### src/rtl/vote_input_conditioner_pkg.sv
// Shared types and helpers for the ballot-panel front end.
package vm_pkg;

    localparam int CAND_W           = 2;
    localparam int N_CAND           = 4;
    localparam int DEBOUNCE_DEFAULT = 16;

    typedef logic [CAND_W-1:0] cand_id_t;

    typedef enum logic {
        IDLE,
        LOCKED
    } arb_state_t;

    // Index of the highest set bit; only meaningful for a one-hot input.
    function automatic cand_id_t onehot_to_id(input logic [N_CAND-1:0] oh);
        cand_id_t id;
        id = '0;
        for (int i = 0; i < N_CAND; i++) begin
            if (oh[i]) id = cand_id_t'(i);
        end
        return id;
    endfunction

    // True when exactly one bit is set.
    function automatic logic is_onehot(input logic [N_CAND-1:0] v);
        return (v != '0) && ((v & (v - N_CAND'(1))) == '0);
    endfunction

endpackage

### src/rtl/vote_input_conditioner_if.sv
// Raw panel inputs and conditioned vote outputs between panel and votingMachine.
interface vote_input_conditioner_if;
    import vm_pkg::*;

    logic     mode;
    logic     button1;
    logic     button2;
    logic     button3;
    logic     button4;
    logic     vote_valid;
    cand_id_t vote_id;
    logic     conflict;
    logic     mode_stable;

    // Panel / consumer side.
    modport master (
        output mode, button1, button2, button3, button4,
        input  vote_valid, vote_id, conflict, mode_stable
    );

    // Conditioner side.
    modport slave (
        input  mode, button1, button2, button3, button4,
        output vote_valid, vote_id, conflict, mode_stable
    );

endinterface

### src/rtl/vote_input_conditioner_debounce_ch.sv
// One input channel: 2-flop synchroniser, debounce counter, stable level and
// a one-cycle rise pulse on each accepted 0->1 transition.
module debounce_ch #(
    parameter int DEBOUNCE_CYCLES = 16,
    parameter int CNT_W           = $clog2(DEBOUNCE_CYCLES + 1)
) (
    input  logic clock,
    input  logic reset,
    input  logic raw,
    output logic stable,
    output logic rise
);

    // Counter reaching this value on a mismatch means the new level has been
    // held for DEBOUNCE_CYCLES synced cycles, so the toggle lands on that edge.
    localparam logic [CNT_W-1:0] LAST = CNT_W'(DEBOUNCE_CYCLES - 1);

    logic [1:0]       sync;
    logic [CNT_W-1:0] cnt;

    // Synchronise, count consecutive mismatching cycles, toggle when held long enough.
    always_ff @(posedge clock) begin
        if (!reset) begin
            sync   <= '0;
            cnt    <= '0;
            stable <= 1'b0;
            rise   <= 1'b0;
        end else begin
            sync <= {sync[0], raw};
            rise <= 1'b0;
            if (sync[1] == stable) begin
                cnt <= '0;
            end else if (cnt == LAST) begin
                stable <= ~stable;
                rise   <= ~stable;
                cnt    <= '0;
            end else begin
                cnt <= cnt + CNT_W'(1);
            end
        end
    end

endmodule

### src/rtl/vote_input_conditioner.sv
// Conditions four candidate buttons and the mode switch, and turns each
// accepted single-button press into one vote strobe.
module vote_input_conditioner
    import vm_pkg::*;
#(
    parameter  int DEBOUNCE_CYCLES = DEBOUNCE_DEFAULT,
    localparam int CNT_W           = $clog2(DEBOUNCE_CYCLES + 1)
) (
    input  logic                     clock,
    input  logic                     reset,
    vote_input_conditioner_if.slave  bus
);

    logic [N_CAND-1:0] btn_raw;
    logic [N_CAND-1:0] btn_stable;
    logic [N_CAND-1:0] btn_rise;
    logic              mode_rise_unused;

    assign btn_raw = {bus.button4, bus.button3, bus.button2, bus.button1};

    for (genvar g = 0; g < N_CAND; g++) begin : g_btn
        debounce_ch #(
            .DEBOUNCE_CYCLES (DEBOUNCE_CYCLES),
            .CNT_W           (CNT_W)
        ) u_ch (
            .clock  (clock),
            .reset  (reset),
            .raw    (btn_raw[g]),
            .stable (btn_stable[g]),
            .rise   (btn_rise[g])
        );
    end

    // Mode is only a level for the downstream; its rise pulse has no consumer.
    debounce_ch #(
        .DEBOUNCE_CYCLES (DEBOUNCE_CYCLES),
        .CNT_W           (CNT_W)
    ) u_mode (
        .clock  (clock),
        .reset  (reset),
        .raw    (bus.mode),
        .stable (bus.mode_stable),
        .rise   (mode_rise_unused)
    );

    arb_state_t state, state_nxt;
    logic       vote_valid_nxt;
    logic       conflict_nxt;
    cand_id_t   vote_id_nxt;

    // Arbiter: first rise in IDLE decides vote or conflict, then stay locked
    // until every button has been released.
    always_comb begin
        state_nxt      = state;
        vote_valid_nxt = 1'b0;
        conflict_nxt   = 1'b0;
        vote_id_nxt    = bus.vote_id;
        case (state)
            IDLE: begin
                if (|btn_rise) begin
                    state_nxt = LOCKED;
                    if (is_onehot(btn_stable)) begin
                        vote_valid_nxt = 1'b1;
                        vote_id_nxt    = onehot_to_id(btn_stable);
                    end else begin
                        conflict_nxt = 1'b1;
                    end
                end
            end
            LOCKED: begin
                if (btn_stable == '0) state_nxt = IDLE;
            end
            default: state_nxt = IDLE;
        endcase
    end

    // Arbiter state and registered strobes.
    always_ff @(posedge clock) begin
        if (!reset) begin
            state          <= IDLE;
            bus.vote_valid <= 1'b0;
            bus.conflict   <= 1'b0;
            bus.vote_id    <= '0;
        end else begin
            state          <= state_nxt;
            bus.vote_valid <= vote_valid_nxt;
            bus.conflict   <= conflict_nxt;
            bus.vote_id    <= vote_id_nxt;
        end
    end

endmodule
### src/flat_wrapper.sv
// flat-port wrapper written by rule: the top's interface ports become plain ports
module vote_input_conditioner_flat import vm_pkg::*;
#(
    parameter  int DEBOUNCE_CYCLES = DEBOUNCE_DEFAULT,
    localparam int CNT_W           = $clog2(DEBOUNCE_CYCLES + 1)
)
  (clock, reset, bus_mode, bus_button1, bus_button2, bus_button3, bus_button4, bus_vote_valid, bus_vote_id, bus_conflict, bus_mode_stable);
  vote_input_conditioner_if bus_i ();
  input  logic clock;
  input  logic reset;
  input wire logic [$bits(bus_i.mode)-1:0] bus_mode;
  input wire logic [$bits(bus_i.button1)-1:0] bus_button1;
  input wire logic [$bits(bus_i.button2)-1:0] bus_button2;
  input wire logic [$bits(bus_i.button3)-1:0] bus_button3;
  input wire logic [$bits(bus_i.button4)-1:0] bus_button4;
  output wire logic [$bits(bus_i.vote_valid)-1:0] bus_vote_valid;
  output wire logic [$bits(bus_i.vote_id)-1:0] bus_vote_id;
  output wire logic [$bits(bus_i.conflict)-1:0] bus_conflict;
  output wire logic [$bits(bus_i.mode_stable)-1:0] bus_mode_stable;
  assign bus_i.mode = bus_mode;
  assign bus_i.button1 = bus_button1;
  assign bus_i.button2 = bus_button2;
  assign bus_i.button3 = bus_button3;
  assign bus_i.button4 = bus_button4;
  assign bus_vote_valid = bus_i.vote_valid;
  assign bus_vote_id = bus_i.vote_id;
  assign bus_conflict = bus_i.conflict;
  assign bus_mode_stable = bus_i.mode_stable;
  vote_input_conditioner #(.DEBOUNCE_CYCLES(DEBOUNCE_CYCLES)) u_core (.clock(clock), .reset(reset), .bus(bus_i));
endmodule
### config.mk
export PLATFORM = sky130hd
export DESIGN_NAME = vote_input_conditioner_flat
export DESIGN_NICKNAME = d
export VERILOG_FILES = /design/src/rtl/vote_input_conditioner_pkg.sv /design/src/rtl/vote_input_conditioner_if.sv /design/src/rtl/vote_input_conditioner_debounce_ch.sv /design/src/rtl/vote_input_conditioner.sv /design/src/flat_wrapper.sv
export SDC_FILE = /design/constraint.sdc
export NUM_CORES = 1
export LEC_CHECK = 0
export BUFFER_PORTS_ARGS = -buffer_cell sky130_fd_sc_hd__buf_4
export CAP_MARGIN = 5
export CORE_ASPECT_RATIO = 0.9
export CORE_MARGIN = 4
export CORE_UTILIZATION = 30
export CTS_BUF_LIST = sky130_fd_sc_hd__clkbuf_4 sky130_fd_sc_hd__clkbuf_8 sky130_fd_sc_hd__clkbuf_16
export DETAILED_ROUTE_END_ITERATION = 8
export GPL_TIMING_DRIVEN = 1
export HOLD_SLACK_MARGIN = 0.15
export REMOVE_ABC_BUFFERS = 1
export SYNTH_ARGS = -nofsm -noshare
export SYNTH_HDL_FRONTEND = slang
export SYNTH_HIERARCHICAL = 1
export SYNTH_SLANG_ARGS = --single-unit
export TNS_END_PERCENT = 20
### constraint.sdc
create_clock -name clock -period 1.5 [get_ports clock]
set_input_delay 0.15 -clock clock [delete_from_list [all_inputs] [get_ports clock]]
set_output_delay 0.15 -clock clock [all_outputs]
set_load 0.005 [all_outputs]
Word level (Yosys, flattened, before mapping)
Cells that the tools add are included.
{ "totals": {"ff_bits": 49, "input_bits": 7, "out_inout_bits": 5, "word_cells": 86} }
{ "classes": {"add_sub_neg": 6, "n_eq_ne": 10, "muxes": 8, "bitwise_logic": 18, "reduce_logical": 21} }
{ "ops": {"columns": ["cell", "n"], "rows": [
  ["$reduce_or A3 Y1", 10],
  ["$add A5 B1 Y5 const B", 5],
  ["$eq A5 B4 Y1 const B", 5],
  ["$not A1 Y1", 17],
  ["$reduce_and A2 Y1", 5],
  ["$logic_not A4 Y1", 2],
  ["$eq A1 B1 Y1", 5],
  ["$mux W1", 5],
  ["$and A4 B4 Y4", 1],
  ["$mux W2", 2],
  ["$reduce_bool A4 Y1", 1],
  ["$reduce_or A4 Y1", 1],
  ["$sub A4 B1 Y4 const B", 1],
  ["$reduce_and A3 Y1", 1],
  ["$pmux W1 S2", 1],
  ["$logic_and A1 B1 Y1", 1]
]} }

Longest topological paths before layout
Gate-level depths: netlist of run 1.
{ "depth": {"ltp_word": 5, "ltp_mapped": 5, "mapped_depth_nobuf": 5} }

Cells and area by module
Netlist of run 1, hierarchy kept.
{ "modules_own_cells": {"columns": ["mod", "n_inst", "cells_each", "area_per_inst_um2", "seq_area_each_um2"], "rows": [
  ["debounce_ch", 5, 29, 320.3, 180.2],
  ["vote_input_conditioner", 1, 25, 239.0, 100.1]
]} }

Worst setup path before layout of run 1
No wires, ideal clock.
{ "synth_path": {"path_kind": "reg2reg", "start": "reg u_core.g_btn[0].u_ch.cnt[0]", "end": "reg u_core.g_btn[0].u_ch.cnt[2]", "setup_time_ns": 0.064, "arrival_ns": 1.184, "setup_slack_ns": 0.252, "path_stages_with_launch": 6, "n_path_buf": 0, "synth_period_minus_slack_ns": 1.248, "cell_sequence": "dfxtp_1 > ha_1 > and3_1 > ha_1 > nand3b_2 > nor2_1"} }
{ "synth_via": {"elab_chain_len": 2, "elab_cells_between_ends": 3, "classes_between": "1 x add/sub; 1 x eq/ne; 1 x reduce/logical"} }
{ "synth_rtl": {"columns": ["item", "line_no", "source"], "rows": [
  ["start, declared", "vote_input_conditioner_debounce_ch.sv:19", "logic [CNT_W-1:0] cnt;"],
  ["start signal, assigned", "vote_input_conditioner_debounce_ch.sv:38", "cnt <= cnt + CNT_W'(1);"],
  ["branches (longest 2 deep; another with $add A5 B1 Y5)", null, null]
]} }
Parallel ways; which one is timed is not known.
A chain may end at the register's enable or synchronous reset.

Final worst setup path of run 1
{ "layout_path": {"start": "reg u_core.g_btn[3].u_ch.cnt[0]", "end": "reg u_core.g_btn[3].u_ch.cnt[2]"} }
{ "layout_via": {"elab_chain_len": 2, "elab_cells_between_ends": 3, "classes_between": "1 x add/sub; 1 x eq/ne; 1 x reduce/logical"} }
{ "layout_rtl": {"columns": ["item", "line_no"], "rows": [
  ["start, declared", "vote_input_conditioner_debounce_ch.sv:19"],
  ["start signal, assigned", "vote_input_conditioner_debounce_ch.sv:38"],
  ["branches (longest 2 deep; another with $add A5 B1 Y5)", null]
]} }
Parallel ways; which one is timed is not known.

==> results of run 1 <==
registers in the layout, indices dropped and copies added (netlist names):
name / cells
u_core/bus.conflict: 1
u_core/bus.vote_id: 2
u_core/bus.vote_valid: 1
u_core/g_btn.u_ch/cnt: 20
u_core/g_btn.u_ch/rise: 4
u_core/g_btn.u_ch/stable: 4
u_core/g_btn.u_ch/sync: 8
u_core/state: 1
u_core/u_mode/cnt: 5
u_core/u_mode/stable: 1
u_core/u_mode/sync: 2
metrics by stage:
| stage | setup WS, ps | util [%] | instances | hold slack [ps] | total power [mW] |
|---|---|---|---|---|---|
| floorplan | 252 | - | 168 | 264 | 1.38 |
| global placement | 156 | 34.5 | 250 | 359 | 1.40 |
| detailed placement | 143 | 34.5 | 250 | 362 | 1.41 |
| CTS | 124 | 36.9 | 262 | 227 | 2.20 |
| global route | 38.1 | 36.9 | 262 | 237 | 2.27 |
| finish | 147 | 36.9 | 262 | 233 | 2.15 |
critical path, stage by stage (launching register included):
cell and delay, ps:
dfxtp_1 330, ha_1 220, and3_1 150, ha_1 210, nand3b_2 270, nor2_1 120
power by group:
| part | leakage [nW] | internal, mW | switching [mW] |
|---|---|---|---|
| sequential | 0.397 | 1.32 | 0.00829 |
| clock | 0.0477 | 0.384 | 0.379 |
| combinational | 0.416 | 0.0330 | 0.0259 |
how the worst max path moves through the flow:
| stage | start | to | cells past startpoint |
|---|---|---|---|
| after global routing | u_core/g_btn[0].u_ch/cnt[0] | u_core/g_btn[0].u_ch/cnt[2] | 5 |
| final | u_core/g_btn[3].u_ch/cnt[0] | u_core/g_btn[3].u_ch/cnt[2] | 5 |
| after floorplan | u_core/g_btn[0].u_ch/cnt[0] | u_core/g_btn[0].u_ch/cnt[2] | 5 |
| after global placement | u_core/g_btn[2].u_ch/cnt[0] | u_core/g_btn[2].u_ch/cnt[3] | 5 |
| after CTS | u_core/g_btn[0].u_ch/cnt[0] | u_core/g_btn[0].u_ch/cnt[4] | 5 |
| after detailed placement | u_core/g_btn[2].u_ch/cnt[0] | u_core/g_btn[2].u_ch/cnt[2] | 5 |
routing by layer:
layer / vias to the layer above / GRT usage, %
met4: 0 / 4.13
met5: - / 0
met3: 4 / 3.85
met1: 471 / 9.00
li1: 601 / -
met2: 13 / 11.6
final cells by class:
cell class              instances  area [µm²]
inverters                      10        37.5
flip-flops and latches         49         981
multi-input cells             109         791
clock buffers                   7        90.1
repair buffers                 17         140
fillers                       563        3630
well taps                      70        87.6
what timing repair did:
| item | 4_1_cts | 5_1_grt |
|---|---|---|
| hold buffers | 5 | 0 |
| hold endpoints to repair | 5 | 0 |
| gates resized for setup | 0 | 0 |
==> results.toml, run 1 <==
[outcome]
outcome = "finished, final reports clean"

[setup_path]
arrival_ps = 1580
endpoint_kind = "flip-flop"
worstReg2RegStart = "u_core/g_btn[3].u_ch/cnt[0]"
startpoint_type = "flip-flop"
crit_required_ps = 1730
rr_worst_depth = 5
r2r_slack_ps = 150
timing.rr.end = "u_core/g_btn[3].u_ch/cnt[2]"
path_class = "reg2reg"
critPathMaxFanout = 5

[hold_path]
min_path_type = "in2reg"
whs_path_depth = 3
worstHoldEndpoint = "u_core/bus.vote_valid"
worstHoldStart = "reset"

[global_routing]
grt_usage_pct = 7.66
grt_pass1_vias = 1022
grt_max_degree = 31
grt_pass1_wl_mm = 4.32
overflow = 0
antenna_found_initial = 0

[timing]
final.setup.tns_ps = 0
max_freq_mhz = 739
worst_pin_slew_ps = 334
grt_setup_unrepaired = "false"
relSlewSlack_pct = 77.4
fin_crit_ps = 1350
finalSetupViolations = 0
report.final.slew_viol_count = 0
fin_worst_skew_ps = 4.45
finalHoldViolCount = 0
fin_crit_sh_pct = 90.2

[floorplan]
fp.dieH_um = 81.7
initial_core_util_pct = 31.4
core_um2 = 5760
die_w_um = 89.9
die-area_um2 = 7340
rows = 26
io_pins = 12

[clocking]
clock-sinks = 49
clk-insertion-delay-late_ps = 290
cts-root-buf = "clkbuf_8"
clk_pin_slew_ps = 80
cts_tree = "done"
cts_max_path_buffers = 2
htree_levels = 2
cts_setup_buffers = 0
cts_buffers = 5

[route]
first_pass_iters = 4
via_per_inst = 4.16
m1WireLength_mm = 1.28
postRouteWirelength_mm = 2.44
ant_nets = 0
routed.top_layer = "met4"
wl_met3_um = 83
drt_iter0_drc = 36
met2WireLength_mm = 1.02
wl_per_cell_um = 9.32
drc = 0
vias = 1089

[final_layout]
final_common_cell = "dfxtp_1"
stdcell_area_um2 = 2130
syn_to_final_growth_pct = 17.6
drive_above_1_share_pct = 17.7
finalNetCount = 209
num_antenna_cells = 0
layout_common_cells = "dfxtp_1 (49), nor2_1 (28), buf_4 (12)"

[pwr]
peakVddDrop_mv = 0.370
powerDensity_nw_per_um2 = 1010
cellLeakagePower_nw = 0.860

[flow_run]
drv_cap = 0

[placement]
post-dp-hpwl_mm = 1.69
port_buffers = 11
placed_cell_area_um2 = 1990
gp_congestion = 0.642

[yosys]
synthCells = 168
synth.avg_cell_area_um2 = 10.8
ys_warn_count = 6
syn-cell-area_um2 = 1810
Note: power is estimated with default switching activity, not from simulation.
==> run 2: changes to the inputs <==
--- a/config.mk
+++ b/config.mk
@@ -9,14 +9,13 @@
 export CAP_MARGIN = 5
 export CORE_ASPECT_RATIO = 0.9
 export CORE_MARGIN = 4
-export CORE_UTILIZATION = 30
+export CORE_UTILIZATION = 58
 export CTS_BUF_LIST = sky130_fd_sc_hd__clkbuf_4 sky130_fd_sc_hd__clkbuf_8 sky130_fd_sc_hd__clkbuf_16
 export DETAILED_ROUTE_END_ITERATION = 8
 export GPL_TIMING_DRIVEN = 1
 export HOLD_SLACK_MARGIN = 0.15
+export PLACE_DENSITY = 0.77
 export REMOVE_ABC_BUFFERS = 1
 export SYNTH_ARGS = -nofsm -noshare
 export SYNTH_HDL_FRONTEND = slang
-export SYNTH_HIERARCHICAL = 1
 export SYNTH_SLANG_ARGS = --single-unit
-export TNS_END_PERCENT = 20
==> run 2 against run 1 <==
Against the previous run:
- via count rose by 7.3%
- critical path depth did not move
- synthesized cell count rose by 3.6%
- die area fell by 44%
- global-route usage rose by 7.8 points
- critical path type unchanged
- largest cell class unchanged
==> results.toml, run 2 <==
[outcome]
outcome = "finished, final reports clean"

[pwr]
powerDensity_nw_per_um2 = 958
power_mw = 1.97
peakVddDrop_mv = 0.761
cellLeakagePower_nw = 0.876

[route]
via_per_inst = 4.97
vias = 1168
first_pass_iters = 3
ant_nets = 0
postRouteWirelength_mm = 2.56
drc = 0
wl_per_cell_um = 10.9
drt_iter0_drc = 30

[timing]
relSlewSlack_pct = 76.0
whs_ps = 172
finalHoldViolCount = 0
fin_crit_ps = 1420
worst_pin_slew_ps = 360
max_freq_mhz = 704
fin_crit_sh_pct = 94.7
report.final.slew_viol_count = 0
fin_worst_skew_ps = 4.24
finalSetupViolations = 0

[floorplan]
fp.dieH_um = 61.3
initial_core_util_pct = 60.2
die_w_um = 67.2
core_um2 = 3040
die-area_um2 = 4120
io_pins = 12
rows = 19

[final_layout]
syn_to_final_growth_pct = 12.5
num_antenna_cells = 0
final_util_pct = 67.7
nFillCells = 286
top_regs = "u_core.g_btn.u_ch.cnt x20, u_core.g_btn.u_ch.sync x8, u_core.u_mode.cnt x5"
layout_common_cells = "dfxtp_1 (44), nor2_1 (28), buf_4 (13)"
drive_above_1_share_pct = 15.5
finalNetCount = 210
largest_reg_flops = 20
final_common_cell = "dfxtp_1"
largest_register = "u_core.g_btn.u_ch.cnt"

[setup_path]
crit_required_ps = 1780
arrival_ps = 1700
crit_family = "simple AND/OR/NAND/NOR gates"
cp_slowest_cell = "dfxtp_2"
rr_worst_depth = 5
endpoint_kind = "flip-flop"
cp_slowest_stage_delay_ps = 340
r2r_slack_ps = 80
crit_chain = "ha_1 -> and3_1 -> ha_1 -> nand3b_1 -> nor2_1"
cp_num_buf_inv = 0
critPathMaxFanout = 5
path_class = "reg2reg"
worst_path_most_repeated_cell = "ha_1"
cp.depth = 5
startpoint_type = "flip-flop"

[yosys]
synth_top_area_cell = "dfxtp_1"
synthCells = 174
yosysSeqAreaShare_pct = 53.6
synth-main-ff-cell = "dfxtp_1"
syn-cell-area_um2 = 1830
yosys.area.top_type_share_pct = 53.6
synth_common_cells = "dfxtp_1 (49), nor2_1 (28), xor2_1 (11)"
synth_edf_count = 0
synth_cell_type_count = 24
synth.avg_cell_area_um2 = 10.5
ys_warn_count = 0
ys_seq_elements = 49
async_flop_share_pct = 0
post-synth-top-count-cell = "dfxtp_1"
synthTopCellsByArea = "dfxtp_1 (54%), ha_1 (6.8%), nor2_1 (5.7%)"

[global_routing]
grt_max_degree = 32
antenna_found_initial = 0
grt_pass1_vias = 1158
overflow = 0
grt_usage_pct = 15.4
grt_pass1_wl_mm = 4.72

[clocking]
clk-insertion-delay-late_ps = 340
clk_pin_slew_ps = 120
cts-root-buf = "clkbuf_4"
cts_max_path_buffers = 2
htree_levels = 2
clock-sinks = 49
cts_buffers = 5
cts_tree = "done"

[hold_path]
whs_path_depth = 3
min_path_type = "in2reg"

[placement]
gp_congestion = 0.743
port_buffers = 11
post-dp-hpwl_mm = 1.85

[flow_run]
drv_cap = 0
==> run 2: stage by stage <==
stage	setup WS, ps	cells	cell area (µm²)	TNS, ps
final	80.2	235	2060	0
after global routing	-8.02	235	2060	-12.6
after CTS	56.6	233	2030	0
after global placement	151	221	1930	0
after detailed placement	83.2	221	1930	0
after floorplan	210	168	1790	0
==> run 2: layout make-up <==
cell class / count / area [µm²] / area share (%)
multi-input cells: 109 / 777 / 37.7
inverters: 10 / 37.5 / 1.82
well taps: 42 / 52.6 / 2.55
flip-flops and latches: 49 / 987 / 47.9
repair buffers: 18 / 148 / 7.16
clock buffers: 7 / 58.8 / 2.85
==> run 2: worst register-to-register path, stage by stage (launching register included) <==
cell and delay [ps]:
dfxtp_2 340, ha_1 210, and3_1 150, ha_1 230, nand3b_1 260, nor2_1 160
==> run 2: kinds of logic (layout without fill, tap and decap cells) <==
family / Yosys count / count (layout) / share of synthesized area (%)
simple gates: 71 / 71 / 21.8
fa+ha+maj: 10 / 10 / 6.83
flops: 49 / 49 / 53.6
buf+inv: 16 / 35 / 4.30
compound gates: 5 / 5 / 2.05
xor+xnor: 16 / 16 / 7.65
mux: 7 / 7 / 3.83
==> run 2: path summary, 6_finish.rpt <==
path,to,startpoint
worst min-delay path,u_core.bus.conflict,reset
worst max-delay path,u_core.g_btn[1].u_ch.cnt[0],u_core.g_btn[1].u_ch.cnt[0]
worst max register to register,u_core.g_btn[1].u_ch.cnt[0],u_core.g_btn[1].u_ch.cnt[0]
worst min register to register,u_core.g_btn[2].u_ch.cnt[0],u_core.g_btn[2].u_ch.cnt[0]
==> run 2: power breakdown <==
part,switching [mW],internal [mW]
clock network,0.350,0.240
logic,0.0248,0.0336
registers,0.00810,1.32
==> run 2: metal layers <==
metal / track usage, % / up-vias / wire length (µm) / share of wire (%)
li1: - / 608 / - / -
met1: 15.7 / 539 / 1100 / 43
met2: 29.0 / 14 / 1310 / 51
met3: 4.38 / 7 / 88 / 3.4
met4: 7.80 / 0 / 61 / 2.4
met5: 0 / - / 0 / 0
==> run 2: repair_timing <==
item                                    in CTS  in global routing
hold buffers                                 5                  0
buffers inserted                             0                  2
endpoints found under the setup margin       0                 12
gates resized for setup                      0                  7
hold endpoints to repair                     5                  0
